$ cat src/rtl/bcd_display_scan_if.sv
// Shared 7-segment encoding and the load/display bus of the multiplexed BCD display driver.
// Segment patterns are gfedcba, active-high.
package definitions_pkg;
  typedef enum logic [6:0] {
    OFF   = 7'h00,
    ZERO  = 7'h3F,
    ONE   = 7'h06,
    TWO   = 7'h5B,
    TREE  = 7'h4F,
    FOUR  = 7'h66,
    FIVE  = 7'h6D,
    SIX   = 7'h7D,
    SEVEN = 7'h07,
    EIGHT = 7'h7F,
    NINE  = 7'h6F,
    SIGN  = 7'h40
  } segment_e;
endpackage

interface bcd_display_scan_if #(
  parameter int DIGITS = 4
);
  import definitions_pkg::*;

  logic [4*DIGITS-1:0] i_bcd;
  logic                i_sign;
  logic                i_rdy;
  logic                i_enable;
  logic [DIGITS-1:0]   o_digit_sel;
  segment_e            o_segments;
  logic                o_valid;

  modport master (
    output i_bcd, i_sign, i_rdy, i_enable,
    input  o_digit_sel, o_segments, o_valid
  );

  modport slave (
    input  i_bcd, i_sign, i_rdy, i_enable,
    output o_digit_sel, o_segments, o_valid
  );
endinterface

$ cat src/rtl/bcd_display_scan.sv
// Time-multiplexed 7-segment driver: captures a signed BCD value and scans it MSD first,
// with leading-zero blanking and a dark guard interval at the start of every digit slot.
//
// state  | meaning
// S_IDLE | display dark, slot counter and digit index held at zero
// S_SCAN | slot counter running, one digit lit per slot after the guard cycles
module bcd_display_scan
  import definitions_pkg::*;
#(
  parameter int DIGITS        = 4,
  parameter int REFRESH_DIV   = 50000,
  parameter int GUARD         = 1,
  parameter int BLANK_LEADING = 1
) (
  input  logic            clk,
  input  logic            rst,
  bcd_display_scan_if.slave bus
);

  localparam int IDX_W = $clog2(DIGITS);
  localparam int CNT_W = $clog2(REFRESH_DIV);

  typedef enum logic {S_IDLE, S_SCAN} state_e;

  state_e              state, state_nx;
  logic [CNT_W-1:0]    slot_cnt, cnt_nx;
  logic [IDX_W-1:0]    dig_idx, idx_nx;
  logic [4*DIGITS-1:0] shadow_bcd;
  logic                shadow_sign;
  logic                valid;
  logic [DIGITS-1:0]   digit_sel, sel_nx;
  segment_e            segments, seg_nx;
  segment_e            dig_seg [DIGITS];
  logic                run;

  function automatic segment_e decode(input logic [3:0] nib);
    case (nib)
      4'd0:    return ZERO;
      4'd1:    return ONE;
      4'd2:    return TWO;
      4'd3:    return TREE;
      4'd4:    return FOUR;
      4'd5:    return FIVE;
      4'd6:    return SIX;
      4'd7:    return SEVEN;
      4'd8:    return EIGHT;
      4'd9:    return NINE;
      4'd10:   return SIGN;
      default: return OFF;
    endcase
  endfunction

  // Walk from the top digit down; lead_zero stays set only while every digit seen so far is 0.
  // A sign in the top position is skipped so blanking starts at the next digit.
  always_comb begin
    logic       lead_zero;
    logic [3:0] nib;
    lead_zero = 1'b1;
    nib       = 4'd0;
    for (int k = DIGITS - 1; k >= 0; k--) begin
      nib        = shadow_bcd[4*k +: 4];
      dig_seg[k] = decode(nib);
      if (shadow_sign && k == DIGITS - 1) begin
        dig_seg[k] = SIGN;
      end else begin
        lead_zero = lead_zero & (nib == 4'd0);
        if (BLANK_LEADING != 0 && k != 0 && lead_zero) dig_seg[k] = OFF;
      end
    end
  end

  assign run = bus.i_enable & valid;

  always_comb begin
    state_nx = state;
    cnt_nx   = slot_cnt;
    idx_nx   = dig_idx;
    sel_nx   = '0;
    seg_nx   = OFF;
    if (!run) begin
      state_nx = S_IDLE;
      cnt_nx   = '0;
      idx_nx   = '0;
    end else begin
      unique case (state)
        S_IDLE: begin
          state_nx = S_SCAN;
          cnt_nx   = '0;
          idx_nx   = IDX_W'(DIGITS - 1);
        end
        S_SCAN: begin
          if (slot_cnt == CNT_W'(REFRESH_DIV - 1)) begin
            cnt_nx = '0;
            idx_nx = (dig_idx == '0) ? IDX_W'(DIGITS - 1) : dig_idx - IDX_W'(1);
          end else begin
            cnt_nx = slot_cnt + CNT_W'(1);
          end
        end
        default: ;
      endcase
    end
    // Select and segments come from the same next count/index so they never disagree.
    if (state_nx == S_SCAN && cnt_nx >= CNT_W'(GUARD)) begin
      sel_nx = DIGITS'(1) << idx_nx;
      seg_nx = dig_seg[idx_nx];
    end
  end

  always_ff @(posedge clk) begin
    if (rst) begin
      state       <= S_IDLE;
      slot_cnt    <= '0;
      dig_idx     <= '0;
      shadow_bcd  <= '0;
      shadow_sign <= 1'b0;
      valid       <= 1'b0;
      digit_sel   <= '0;
      segments    <= OFF;
    end else begin
      if (bus.i_rdy) begin
        shadow_bcd  <= bus.i_bcd;
        shadow_sign <= bus.i_sign;
        valid       <= 1'b1;
      end
      state     <= state_nx;
      slot_cnt  <= cnt_nx;
      dig_idx   <= idx_nx;
      digit_sel <= sel_nx;
      segments  <= seg_nx;
    end
  end

  assign bus.o_digit_sel = digit_sel;
  assign bus.o_segments  = segments;
  assign bus.o_valid     = valid;

endmodule

$ cat src/flat_wrapper.sv
// flat-port wrapper written by rule: the top's interface ports become plain ports
module bcd_display_scan_flat import definitions_pkg::*;
#(
  parameter int DIGITS        = 4,
  parameter int REFRESH_DIV   = 50000,
  parameter int GUARD         = 1,
  parameter int BLANK_LEADING = 1
)
  (clk, rst, bus_i_bcd, bus_i_sign, bus_i_rdy, bus_i_enable, bus_o_digit_sel, bus_o_segments, bus_o_valid);
  bcd_display_scan_if #(.DIGITS(DIGITS)) bus_i ();
  input  logic clk;
  input  logic rst;
  input wire logic [$bits(bus_i.i_bcd)-1:0] bus_i_bcd;
  input wire logic [$bits(bus_i.i_sign)-1:0] bus_i_sign;
  input wire logic [$bits(bus_i.i_rdy)-1:0] bus_i_rdy;
  input wire logic [$bits(bus_i.i_enable)-1:0] bus_i_enable;
  output wire logic [$bits(bus_i.o_digit_sel)-1:0] bus_o_digit_sel;
  output wire logic [$bits(bus_i.o_segments)-1:0] bus_o_segments;
  output wire logic [$bits(bus_i.o_valid)-1:0] bus_o_valid;
  assign bus_i.i_bcd = bus_i_bcd;
  assign bus_i.i_sign = bus_i_sign;
  assign bus_i.i_rdy = bus_i_rdy;
  assign bus_i.i_enable = bus_i_enable;
  assign bus_o_digit_sel = bus_i.o_digit_sel;
  assign bus_o_segments = bus_i.o_segments;
  assign bus_o_valid = bus_i.o_valid;
  bcd_display_scan #(.DIGITS(DIGITS), .REFRESH_DIV(REFRESH_DIV), .GUARD(GUARD), .BLANK_LEADING(BLANK_LEADING)) u_core (.clk(clk), .rst(rst), .bus(bus_i));
endmodule
$ cat config.mk
export PLATFORM = sky130hd
export DESIGN_NAME = bcd_display_scan_flat
export DESIGN_NICKNAME = d
export VERILOG_FILES = /design/src/rtl/bcd_display_scan_if.sv /design/src/rtl/bcd_display_scan.sv /design/src/flat_wrapper.sv
export SDC_FILE = /design/constraint.sdc
export NUM_CORES = 1
export LEC_CHECK = 0
export ABC_AREA = 1
export CAP_MARGIN = 10
export CORE_ASPECT_RATIO = 1.1
export CORE_MARGIN = 8
export CORE_UTILIZATION = 45
export DETAILED_ROUTE_END_ITERATION = 7
export PLACE_DENSITY = 0.63
export SLEW_MARGIN = 40
export SYNTH_ARGS = -nofsm -noshare
export SYNTH_HDL_FRONTEND = slang
export SYNTH_SLANG_ARGS = --single-unit
$ cat constraint.sdc
create_clock -name clk -period 2.4 [get_ports clk]
set_input_delay 0.24 -clock clk [delete_from_list [all_inputs] [get_ports clk]]
set_output_delay 0.24 -clock clk [all_outputs]
set_load 0.01 [all_outputs]
# Word-level counts from Yosys, hierarchy flattened

Memory sizes are Yosys's and may differ from the RTL's. A register that Yosys moved wholly into a read port is not among the register bits.
Cells that the tools add are included.

Memory bits (read-only): 448
Register bits after elaboration: 48
Input bits: 21
Memories kept: 4
Output and inout port bits: 12

Equality and inequality tests: 1
Reductions and logical operators: 6
Order comparisons: 2
Shifts and indexed selects: 1
Add/subtract/negate cells: 2
Bitwise operators: 6
Multiplexer cells: 24

Memories:

| memory          | depth | bits a word | read ports | clocked after memory_dff | wr ports | line                   | source |
|---|---|---|---|---|---|---|---|
| (no name shown) | 16    | 7           | 1          | 1                        | 0        | bcd_display_scan.sv:37 | `case (nib)` |
| (no name shown) | 16    | 7           | 1          | 1                        | 0        | bcd_display_scan.sv:37 |  |
| (no name shown) | 16    | 7           | 1          | 1                        | 0        | bcd_display_scan.sv:37 |  |
| (no name shown) | 16    | 7           | 1          | 1                        | 0        | bcd_display_scan.sv:37 |  |

Operators by type and width:

| kind                                                                                  | count |
|---|---|
| 7-bit 2-to-1 mux                                                                      | 6 |
| 16-bit 2-to-1 mux                                                                     | 2 |
| 4-bit 2-to-1 mux                                                                      | 8 |
| 16-bit case mux with 2 select lines                                                   | 1 |
| 16-bit by 1-bit adder with 16-bit output (second input constant)                      | 1 |
| 16-bit == test (second input constant)                                                | 1 |
| 16-bit by 1-bit greater-or-equal comparator with 1-bit output (second input constant) | 1 |
| 7-bit binary-select mux with 2-bit select                                             | 1 |
| 4-bit logical NOT                                                                     | 3 |
| 2-bit 2-to-1 mux                                                                      | 3 |
| 2-bit case mux with 2 select lines                                                    | 1 |
| 1-bit by 2-bit left shift with 4-bit output (first input constant)                    | 1 |
| 1-bit AND                                                                             | 3 |
| 3-bit greater-or-equal comparator (second input constant)                             | 1 |
| 2-bit NOT with 3-bit output                                                           | 1 |
| 2-bit logical NOT                                                                     | 1 |
| 1-bit 2-to-1 mux                                                                      | 2 |
| 1-bit NOT                                                                             | 2 |
| 2-bit OR reduction                                                                    | 1 |
| 2-bit by 1-bit subtractor with 2-bit output (second input constant)                   | 1 |
| 1-bit logical AND                                                                     | 1 |

# Logic depth before layout (Yosys ltp)

Gate-level depths: netlist (run 1).

Word-level depth: 9
Gate-level depth with buffers: 14
Gate-level depth less buffers: 14

# Least setup slack after synthesis (run 1)

Ideal clock, no wire load.

Path type: in2reg
Start: input rst
End: register (tool-made name)
Path buffers: 2
Slack: 0.589 ns
Stages on the path: 9
Arrival time: 1.749 ns
Required time: 2.338 ns
Cell sequence: buf_2 -> buf_1 -> nor3_1 -> inv_1 -> ha_1 -> or2_2 -> o21ai_0 -> nand2_1 -> nand2_1

RTL lines:

| item        | line               | source |
|---|---|---|
| from (decl) | flat_wrapper.sv:12 | `input logic rst;` |

# Worst setup path after layout (run 1)

Start: register u_core.slot_cnt[0]
End: register u_core.segments[4] (netlist: u_core.bus.o_segments[4])

Longest elaborated chain between the ends: 8
Elaborated cells between the ends (all ways): 16
Classes of those cells: 1 x add/sub; 1 x order compare; 1 x eq/ne; 9 x mux; 2 x bitwise; 2 x reduce/logical

RTL lines:

| item                                                                                                                | line                                             | source |
|---|---|---|
| from (decl)                                                                                                         | bcd_display_scan.sv:26                           | `logic [CNT_W-1:0] slot_cnt, cnt_nx;` |
| from (signal assigned)                                                                                              | bcd_display_scan.sv:126                          | `slot_cnt <= cnt_nx;` |
| 16-bit by 1-bit adder with 16-bit output / 16-bit == test (equally long branches)                                   | bcd_display_scan.sv:96, bcd_display_scan.sv:92   |  |
| 16-bit 2-to-1 mux / 2-bit 2-to-1 mux (equally long branches)                                                        | bcd_display_scan.sv:92                           | `if (slot_cnt == CNT_W'(REFRESH_DIV - 1)) begin` |
| 16-bit case mux with 2 select lines / 2-bit case mux with 2 select lines (equally long branches)                    | bcd_display_scan.sv:85                           | `unique case (state)` |
| 16-bit 2-to-1 mux / 2-bit 2-to-1 mux (equally long branches)                                                        | bcd_display_scan.sv:80                           | `if (!run) begin` |
| 16-bit by 1-bit greater-or-equal comparator with 1-bit output / 2-bit NOT with 3-bit output (equally long branches) | bcd_display_scan.sv:103, bcd_display_scan.sv:105 |  |
| 1-bit logical AND / 7-bit binary-select mux with 2-bit select (equally long branches)                               | bcd_display_scan.sv:103, bcd_display_scan.sv:105 |  |
| 1-bit NOT (no source line) / 7-bit 2-to-1 mux (equally long branches)                                               | -                                                |  |
| 2-bit OR reduction (no source line) / 7-bit 2-to-1 mux (equally long branches)                                      | -                                                |  |
| to (signal assigned)                                                                                                | bcd_display_scan.sv:129                          | `segments <= seg_nx;` |
| to (decl)                                                                                                           | bcd_display_scan.sv:32                           | `segment_e segments, seg_nx;` |

Several ways; a longest one is shown, not always the timed one. The select of a mux whose other input is x is not followed.
A chain may end at the register's enable or synchronous reset.

==> summary.md, run 1 <==
| Metric | Value |
|---|---|
| Status | `finished clean` |
| Synth area leader | `dfxtp_1` |
| Total die area | `~12000 µm²` |
| Worst-Skew Late Latency | `around 0.35 ns` |
| Kind of critical path | `register to register` |
| Chip Width | `roughly 110 µm` |
| Total Wirelength | `roughly 8.1 mm` |
| Synth top area cells | `dfxtp_1 38%, nand2_1 14%, nor2_1 9.0%, ha_1 8.1%, inv_1 5.5%` |
| CP Capture Type | `register` |
| GR Util All Layers | `14.1%` |
| Post-DR wirelength/cell | `10.9 µm` |
| Max Cap Viol | `0` |
| Initial Util | `between 40% and 50%` |
| Slowest stage delay, CP | `approximately 0.36 ns` |
| Setup TNS | `0 ns` |
| Pwr Density | `roughly 580 nW/µm²` |
| Multi-input logic area | `about 2200 µm²` |
| DP HPWL | `between 6 and 7 mm` |
| Vias per inst | `around 4.7` |
| Die span in y | `between 100 and 150 µm` |
| Vias in the first global route | `approximately 3300` |
| DR iter-0 viols | `178` |
| Gpl congestion | `~0.83` |
| Fin cells | `~740` |
| Clock Sinks | `76` |
| Slew HR | `roughly 64%` |
| Post-synth top cells | `150 x nand2_1, 96 x nor2_1, 76 x dfxtp_1` |
| Clock-pin slew of the registers on the worst-case setup and hold paths | `0.08 ns` |
| CTS tree | `yes` |
| Register area | `about 1500 µm²` |
| Fmax | `between 0.4 and 0.5 GHz` |
| H-tree depth | `3` |
| Synth top area share | `between 30% and 40%` |
| Post-layout min period | `just over 2 ns` |
| Clock Skew | `just over 0.009 ns` |
| Grt total ovfl | `0` |
| Setup repair after global routing missed its margin | `false` |
| I/O Buffers | `32` |
| Pre-antenna DRT Iters | `4` |
| Post-CTS sizing | `0` |
| Mean Syn Cell Area | `slightly below 7 µm²` |
| CTS Buf Count | `9` |
| Max Slew Vio Count | `0` |
| CP most frequent cell | `nand2_1` |
| Ys async rst share | `0%` |
| Clock Tree Root | `clkbuf_8` |
| Number of antenna violations at the first check in global routing | `0` |
| Static leakage | `about 2.3 nW` |
| Measured slew at the worst slew-check pin | `between 0.5 and 0.6 ns` |
| Clock Path Buffers | `2` |
| Synth warnings | `0` |
| CTS hold repair buffers | `0` |
| Period utilization | `84.5%` |
| Final Hold Vio Count | `0` |
| Synth unique cells | `37` |
| Req. time, crit path | `between 2 and 3 ns` |
| Net count after synthesis | `~620` |
| Core area | `~8800 µm²` |
| Area after DPL | `approximately 4500 µm²` |
| First-pass GRT wire length | `between 10 and 15 mm` |
| Inst Count DP | `728` |
| Share of layout cells above drive strength 1 | `11.6%` |
| Dominant cell by count in the synthesized netlist | `nand2_1` |
| CP top delay family | `simple AND/OR/NAND/NOR gates` |
| Sequential-to-total area share from yosys stat | `37.9%` |
| Post-DRT Antenna Nets | `0` |
| Via count | `3480` |
| Top FF cell, synth | `dfxtp_1` |
| Number of inserted diodes | `0` |
| Critical Path Start Type | `register` |
| Peak VDD IR | `0.270 mV` |
| #FFs+latches synth | `between 70 and 80` |
| Crit path DAT | `around 2.3 ns` |
| Area grow syn2layout | `17.9%` |
| DRC | `0` |
| Final setup fails | `0` |
| Crit-path max FO | `17` |
| Fill cell count | `~890` |
| Worst path slowest cell | `dfxtp_1` |
| Mapped cell area | `4020 µm²` |
| Number of synthesized flops with an enable pin | `0` |
| Nets | `672` |
| CP cell instances | `ha_1 > nand3_2 > nor2_4 > nand2_2 > nand2_2 > nand3_4 > nand2_4 > nand2_1 > nand2_1 > nand2_1 > nand2_1 > inv_1 > nor2_1` |
| Setup bufs post-CTS | `0` |
| Non-Filler Cell Area, Final | `roughly 4700 µm²` |
| Largest net degree at the start of global routing | `27` |
| Ports | `33` |
| HP Class | `primary input to register` |
| Cell count after synthesis | `~580` |
| Rows | `36` |
| Worst path bufs/invs | `1` |
| Hold Slack | `0.522 ns` |
worst min-delay path: cells and delay by family:
kind | cells | cell delay [ns]
buffers and inverters | 1 | 0.39
AND/OR/NAND/NOR | 2 | 0.19
area by class of cell:
| class | count | share of cell area, % |
|---|---|---|
| flip-flops and latches | 76 | 32.2 |
| clock buffers | 11 | 3.20 |
| well taps | 114 | 3.01 |
| repair buffers | 50 | 9.89 |
| clock inverters | 5 | 0.740 |
| multi-input cells | 422 | 45.7 |
| inverters | 66 | 5.26 |
layer usage:
metal  track usage [%]  share of wire, %  up-vias  wire length, µm
li1                  -                 -     1908                -
met1              17.1                50     1506             4040
met2              23.0                44       60             3620
met3              3.81               4.8        6              391
met4              6.48               1.0        0               85
met5                 0                 0        -                0
cells in the final DEF, fill, tap and decap left out, drive strengths merged:
cell           synthesis  layout
nand2                157     157
nor2                 103     103
dfxtp                 76      76
inv                   64      65
nand3                 45      45
clkdlybuf4s50          0      32
o21ai                 29      29
ha                    26      26
nor3                  26      26
buf                    9      18
clkbuf                 4      11
or2                    9       9
a21oi                  6       6
nand4                  5       5
clkinv                 2       5
o31ai                  4       4
o21bai                 3       3
nor3b                  2       2
xor2                   2       2
nand3b                 1       1
a21boi                 1       1
o211ai                 1       1
xnor2                  1       1
nor4                   1       1
clkinvlp               0       1
worst paths after layout:
check | from | to | slack (ns) | cells after the start
setup / recovery | u_core.slot_cnt[0]$_SDFF_PP0_ | u_core.bus.o_segments[4]$_SDFF_PP0_ | 0.37 | 13
hold / removal | bus_i_bcd[9] | u_core.shadow_bcd[9]$_SDFFE_PP0P_ | 0.52 | 3
setup reg to reg | u_core.slot_cnt[0]$_SDFF_PP0_ | u_core.bus.o_segments[4]$_SDFF_PP0_ | 0.37 | 13
hold reg to reg | u_core.shadow_bcd[1]$_SDFFE_PP0P_ | u_core.shadow_bcd[1]$_SDFFE_PP0P_ | 0.53 | 2
kinds of logic (layout without fill, tap and decap cells):
kind of cell               after synthesis  in the layout  synth area share, %
AOI/OAI and AO/OA                       44             44                 6.33
and+or+nand+nor                        349            349                 38.8
buffers and inverters                   79            132                 8.20
adders and majority gates               26             26                 8.10
DFF                                     76             76                 37.9
xor gates and xnor gates                 3              3                0.655
power by group:
| part | total, mW | internal (mW) | leakage (nW) | switching [mW] |
|---|---|---|---|---|
| combinational | 0.457 | 0.189 | 1.56 | 0.268 |
| sequential | 1.38 | 1.35 | 0.627 | 0.0314 |
| clock | 0.893 | 0.433 | 0.0957 | 0.459 |
metrics by stage:
stage	total power [mW]	utilization, %	worst slack (ns)
finish	2.73	53.9	0.372
global route	2.91	53.9	0.186
CTS	2.76	53.9	0.359
detailed placement	1.86	51.8	0.0633
floorplan	1.72	-	0.589
global placement	1.86	51.8	0.126
Note: power is estimated with default switching activity, not from simulation.
==> inputs of run 2 (changes only) <==
--- a/config.mk
+++ b/config.mk
@@ -11,7 +11,7 @@
 export CORE_MARGIN = 8
 export CORE_UTILIZATION = 45
 export DETAILED_ROUTE_END_ITERATION = 7
-export PLACE_DENSITY = 0.63
+export PLACE_DENSITY = 0.66
 export SLEW_MARGIN = 40
 export SYNTH_ARGS = -nofsm -noshare
 export SYNTH_HDL_FRONTEND = slang
==> constraint.sdc (replaced) <==
create_clock -name clk -period 1.8 [get_ports clk]
set_input_delay 0.18 -clock clk [delete_from_list [all_inputs] [get_ports clk]]
set_output_delay 0.18 -clock clk [all_outputs]
set_load 0.01 [all_outputs]
==> summary.md, run 2 (synthesis results as in run 1) <==
| Metric | Value |
|---|---|
| Register area | `1530 µm² (was 1520 µm²)` |
| H-tree depth | `3 (unchanged)` |
| CP cell instances | `ha_4 > nand3_4 > nor2_4 > nand2_4 > buf_6 > o211ai_1 > nand2_1 > nor2_2 > nand3_2 > nand2_4 > nor2_1 (was ha_1 > nand3_2 > nor2_4 > nand2_2 > nand2_2 > nand3_4 > nand2_4 > nand2_1 > nand2_1 > nand2_1 > nand2_1 > inv_1 > nor2_1)` |
| Multi-input logic area | `2290 µm² (was 2160 µm²)` |
| Post-layout min period | `1.82 ns (was 2.03 ns)` |
| Vias in the first global route | `3584 (was 3265)` |
| Crit-path max FO | `7 (was 17)` |
| Peak VDD IR | `0.428 mV (was 0.270 mV)` |
| Met2 usage in global routing | `25.5% (was 23.0%)` |
| Hold Slack | `0.334 ns (was 0.522 ns)` |
| Area grow syn2layout | `35.6% (was 17.9%)` |
| Clock Tree Root | `clkbuf_8 (unchanged)` |
| Routing usage on met3 | `3.48% (was 3.81%)` |
| Static leakage | `2.68 nW (was 2.28 nW)` |
| Max Slew Vio Count | `0 (unchanged)` |
| Final WS setup | `-0.0230 ns (was 0.372 ns)` |
| Ports | `33 (unchanged)` |
| Critical Path Start Type | `register (unchanged)` |
| Number of inserted diodes | `0 (unchanged)` |
| Share of layout cells above drive strength 1 | `24.7% (was 11.6%)` |
| DRC | `0 (unchanged)` |
| Slowest stage delay, CP | `0.36 ns (about the same)` |
| Post-DRT Antenna Nets | `0 (unchanged)` |
| Pre-antenna DRT Iters | `4 (unchanged)` |
| CP most frequent cell | `nand2_4 (was nand2_1)` |
| Crit path DAT | `2.07 ns (was 2.31 ns)` |
| Chip Width | `106 µm (unchanged)` |
| Via count | `3790 (was 3480)` |
| Clock-pin slew of the registers on the worst-case setup and hold paths | `0.08 ns (about the same)` |
| Clock Sinks | `76 (unchanged)` |
| Global routing's busiest layer | `met2 (unchanged)` |
| Clock Path Buffers | `2 (unchanged)` |
| Gpl congestion | `0.840 (was 0.825)` |
| Worst-Skew Late Latency | `0.36 ns (was 0.35 ns)` |
| Period utilization | `101% (was 84.5%)` |
| I/O Buffers | `32 (unchanged)` |
| Number of antenna violations at the first check in global routing | `0 (unchanged)` |
| Rows | `36 (unchanged)` |
| Fmax | `0.549 GHz (was 0.493 GHz)` |
| DR iter-0 viols | `110 (was 178)` |
| CP Capture Type | `register (unchanged)` |
| Grt total ovfl | `0 (unchanged)` |
| Clock Skew | `0.0172 ns (was 0.00914 ns)` |
| Vias per inst | `4.65 (was 4.68)` |
| Final setup fails | `6 (was 0)` |
| Fill cell count | `796 (was 892)` |
| Core area | `8780 µm² (unchanged)` |
| Commonest non-fill, non-tap cells in the layout | `146 x nand2_1, 90 x nor2_1, 82 x buf_4 (was 150 x nand2_1, 96 x nor2_1, 76 x dfxtp_1)` |
| Pwr Density | `708 nW/µm² (was 577 nW/µm²)` |
| DP HPWL | `6.82 mm (was 6.23 mm)` |
| Slew HR | `73.0% (was 63.9%)` |
| Worst path slowest cell | `dfxtp_2 (was dfxtp_1)` |
| Leading cell type in the layout, fill and taps excluded | `nand2_1 (unchanged)` |
| Nets | `743 (was 672)` |
| Die span in y | `115 µm (unchanged)` |
| Status | `complete, but fails checks (was finished clean)` |
| Total die area | `12200 µm² (unchanged)` |
| Total Wirelength | `8.92 mm (was 8.14 mm)` |
| Final Hold Vio Count | `0 (unchanged)` |
| Met1 Usage GRT | `18.4% (was 17.1%)` |
| Setup repair after global routing missed its margin | `true (was false)` |
| Inst Count DP | `794 (was 728)` |
| Post-DR wirelength/cell | `10.9 µm (about the same)` |
| Largest net degree at the start of global routing | `22 (was 27)` |
| Kind of critical path | `register to register (unchanged)` |
| Failing checks | `negative setup slack` |
| Measured slew at the worst slew-check pin | `0.404 ns (was 0.537 ns)` |
| Initial Util | `45.7% (unchanged)` |
| CTS tree | `yes (unchanged)` |
| CTS Buf Count | `9 (unchanged)` |
| CTS hold repair buffers | `0 (unchanged)` |
| First-pass GRT wire length | `15.4 mm (was 14.2 mm)` |
| Req. time, crit path | `2.04 ns (was 2.68 ns)` |
| Max Cap Viol | `0 (unchanged)` |
| Fin cells | `815 (was 744)` |
| GR Util All Layers | `15.2% (was 14.1%)` |
| HP Class | `primary input to register (unchanged)` |
[run 2: cell types whose count changed in the layout (fill, tap and decap cells not counted), moves of 6 or more]
cell	delta
buf_4	+65
dfxtp_1	-9
dfxtp_2	+9
buf_6	+6
nor2_1	-6
[run 2: area by class of cell]
class,count,share of cell area [%]
tap,114,2.62
clock inverter,7,1.40
clock buffer,9,2.27
inverter,66,4.60
timing repair buffer,121,18.8
sequential,76,28.1
multi-input combinational,422,42.1
[run 2: final timing paths]
kind,from,cells after the start,slack [ns],end
setup reg to reg,u_core.slot_cnt[1]$_SDFF_PP0_,11,-0.02,u_core.bus.o_segments[0]$_SDFF_PP0_
hold / removal,bus_i_rdy,4,0.33,u_core.bus.o_valid$_SDFFE_PP0P_
hold reg to reg,u_core.shadow_bcd[11]$_SDFFE_PP0P_,2,0.51,u_core.shadow_bcd[11]$_SDFFE_PP0P_
setup / recovery,u_core.slot_cnt[1]$_SDFF_PP0_,11,-0.02,u_core.bus.o_segments[0]$_SDFF_PP0_
[run 2: repair_timing]
item                       in CTS  in global routing
pin swaps                       3                 13
setup endpoints to repair      11                 29
setup buffers                   2                  3
resized for setup               4                 47
[run 2: per-stage QoR]
stage	setup TNS (ns)	setup slack, ns	util, %	instance area [µm²]	power (mW)
CTS	0	0.00427	60.0	5270	3.87
global route	-0.859	-0.111	62.0	5450	4.08
detailed placement	-7.32	-0.343	57.4	5040	2.57
finish	-0.113	-0.0230	62.0	5450	3.86
global placement	-5.77	-0.277	57.4	5040	2.56
floorplan	0	0.0487	-	4020	2.30
[run 2: power breakdown]
part	leakage [nW]	total [mW]	switching (mW)	internal (mW)
clock network	0.0958	1.31	0.660	0.646
logic	1.95	0.710	0.382	0.327
registers	0.632	1.84	0.0401	1.80
total	2.68	3.86	1.08	2.77
[run 2: layer usage]
layer | vias to the layer above | routed length, µm
li1 | 2048 | -
met1 | 1678 | 4260
met2 | 54 | 4210
met3 | 10 | 323
met4 | 0 | 123
met5 | - | 0
[run 2: worst max-delay path: cells and delay by family, from the launching register on]
| kind | cells | cell delay [ns] |
|---|---|---|
| AND/OR/NAND/NOR | 8 | 0.99 |
| flip-flops | 1 | 0.36 |
| adder cells (fa/ha/maj) | 1 | 0.16 |
| buffers and inverters | 1 | 0.13 |
| AO/OA/AOI/OAI | 1 | 0.07 |
==> inputs of run 3 (changes only) <==
--- a/config.mk
+++ b/config.mk
@@ -8,7 +8,6 @@
 export ABC_AREA = 1
 export CAP_MARGIN = 10
 export CORE_ASPECT_RATIO = 1.1
-export CORE_MARGIN = 8
 export CORE_UTILIZATION = 45
 export DETAILED_ROUTE_END_ITERATION = 7
 export PLACE_DENSITY = 0.66
==> summary.md, run 3 (synthesis results as in run 1) <==
| Metric | Value |
|---|---|
| Initial Util | `47.3% (was 45.7%)` |
| Setup repair after global routing missed its margin | `true (unchanged)` |
| Worst r2r src | `u_core.slot_cnt[0]$_SDFF_PP0_ (was u_core.slot_cnt[1]$_SDFF_PP0_)` |
| I/O Buffers | `32 (unchanged)` |
| Area after DPL | `5000 µm² (was 5040 µm²)` |
| Crit-path max FO | `7 (unchanged)` |
| Vias per inst | `4.70 (was 4.65)` |
| CP Capture Type | `register (unchanged)` |
| Kind of critical path | `register to register (unchanged)` |
| Share of layout cells above drive strength 1 | `24.0% (was 24.7%)` |
| Pwr Density | `754 nW/µm² (was 708 nW/µm²)` |
| Leading cell type in the layout, fill and taps excluded | `nand2_1 (unchanged)` |
| Period utilization | `101% (about the same)` |
| CTS Buf Count | `9 (unchanged)` |
| Max Slew Vio Count | `0 (unchanged)` |
| Clock Skew | `0.0181 ns (was 0.0172 ns)` |
| H-tree depth | `3 (unchanged)` |
| Post-DRT Antenna Nets | `0 (unchanged)` |
| HP Start | `bus_i_rdy (unchanged)` |
| Peak VDD IR | `0.463 mV (was 0.428 mV)` |
| Worst-Skew Late Latency | `0.36 ns (about the same)` |
| Nets | `737 (was 743)` |
| Clock Path Buffers | `2 (unchanged)` |
| Die span in y | `101 µm (was 115 µm)` |
| Final Hold Vio Count | `0 (unchanged)` |
| Req. time, crit path | `2.05 ns (was 2.04 ns)` |
| CTS tree | `yes (unchanged)` |
| DR iter-0 viols | `140 (was 110)` |
| CTS hold repair buffers | `0 (unchanged)` |
| Ports | `33 (unchanged)` |
| First-pass GRT wire length | `14.9 mm (was 15.4 mm)` |
| Setup TNS | `-0.102 ns (was -0.113 ns)` |
| Fill cell count | `755 (was 796)` |
| Vias in the first global route | `3549 (was 3584)` |
| Status | `complete, but fails checks (unchanged)` |
| Failing checks | `negative setup slack (unchanged)` |
| Non-Filler Cell Area, Final | `5460 µm² (was 5450 µm²)` |
| Post-Place Worst Slack | `-0.345 ns (was -0.343 ns)` |
| Grt total ovfl | `0 (unchanged)` |
| Total die area | `9300 µm² (was 12200 µm²)` |
| GR Util All Layers | `20.0% (was 15.2%)` |
| Clock Sinks | `76 (unchanged)` |
| Inst Count DP | `785 (was 794)` |
| Fmax | `0.548 GHz (was 0.549 GHz)` |
| Largest net degree at the start of global routing | `21 (was 22)` |
| Post-layout min period | `1.82 ns (about the same)` |
| DP HPWL | `6.60 mm (was 6.82 mm)` |
| HP Class | `primary input to register (unchanged)` |
| Fin cells | `806 (was 815)` |
| Measured slew at the worst slew-check pin | `0.480 ns (was 0.404 ns)` |
| Slew HR | `67.8% (was 73.0%)` |
| Number of antenna violations at the first check in global routing | `0 (unchanged)` |
| DRC | `0 (unchanged)` |
| Chip Width | `92.1 µm (was 106 µm)` |
| Gpl congestion | `0.815 (was 0.840)` |
| Commonest non-fill, non-tap cells in the layout | `146 x nand2_1, 93 x nor2_1, 76 x buf_4 (was 146 x nand2_1, 90 x nor2_1, 82 x buf_4)` |
| Via count | `3789 (was 3790)` |
| Final WS setup | `-0.0246 ns (was -0.0230 ns)` |
| Critical Path Start Type | `register (unchanged)` |
| Crit path DAT | `2.07 ns (about the same)` |
| Static leakage | `2.68 nW (about the same)` |
| Number of inserted diodes | `0 (unchanged)` |
| Core area | `8500 µm² (was 8780 µm²)` |
| CP startpoint | `u_core.slot_cnt[0]$_SDFF_PP0_ (was u_core.slot_cnt[1]$_SDFF_PP0_)` |
| Area grow syn2layout | `35.9% (was 35.6%)` |
| Max Cap Viol | `0 (unchanged)` |
| Final setup fails | `6 (unchanged)` |
| Rows | `35 (was 36)` |
| Total Wirelength | `8.84 mm (was 8.92 mm)` |
| Util after Layout | `64.2% (was 62.0%)` |
| Clock-pin slew of the registers on the worst-case setup and hold paths | `0.09 ns (was 0.08 ns)` |
| Pre-antenna DRT Iters | `4 (unchanged)` |
| Clock Tree Root | `clkbuf_8 (unchanged)` |
| Post-DR wirelength/cell | `11.0 µm (was 10.9 µm)` |
run 3: cell types whose count changed in the layout (fill, tap and decap cells not counted), moves of 3 or more:
cell / previous run / this run
nand3_2: 6 / 11
nand3_1: 36 / 31
buf_4: 82 / 76
nor2_1: 90 / 93
run 3: cell type report:
| type | count | area, µm² | area share [%] |
|---|---|---|---|
| clock inverter | 6 | 113 | 2.06 |
| tap | 111 | 139 | 2.55 |
| multi-input combinational | 422 | 2300 | 42.2 |
| inverter | 66 | 250 | 4.59 |
| sequential | 76 | 1530 | 28.1 |
| clock buffer | 10 | 128 | 2.34 |
| timing repair buffer | 115 | 990 | 18.1 |
run 3: worst paths after layout:
kind                                          to  slack [ns]  cells past startpoint
min            u_core.shadow_bcd[1]$_SDFFE_PP0P_        0.33                      4
min reg2reg        u_core.slot_cnt[7]$_SDFF_PP0_        0.53                      2
max reg2reg  u_core.bus.o_segments[1]$_SDFF_PP0_       -0.02                     11
max          u_core.bus.o_segments[1]$_SDFF_PP0_       -0.02                     11
run 3: critical path, cell delays in order, from the launching register on:
cell	delay [ns]
dfxtp_2	0.36
ha_4	0.16
nand3_4	0.08
nor2_4	0.23
a21boi_4	0.09
buf_6	0.14
o21ai_2	0.06
nand2_1	0.08
nor2_2	0.15
nand3_2	0.15
nand2_4	0.14
nor2_1	0.05
run 3: stage by stage:
step / hold WS [ns] / total power [mW]
5_1_grt: 0.378 / 4.34
6_report: 0.335 / 4.11
3_3_place_gp: 0.513 / 2.56
2_1_floorplan: 0.360 / 2.30
3_5_place_dp: 0.525 / 2.57
4_1_cts: 0.438 / 4.13
run 3: power by group:
group	internal [mW]	total (mW)	switching, mW
sequential	1.80	1.84	0.0409
clock	0.924	1.56	0.639
combinational	0.327	0.710	0.383
run 3: what timing repair did:
action	CTS	global route
cloned	0	0
gates resized for setup	9	39
endpoints found under the hold margin	0	0
endpoints found under the setup margin	11	30
pin swaps	3	20
setup buffers	0	5
run 3: layer usage:
layer	track usage, %	share of wire (%)	vias up
met1	25.0	49	1684
li1	-	-	2039
met2	34.5	47	54
met5	0	0	-
met3	2.56	2.2	12
met4	8.65	1.8	0
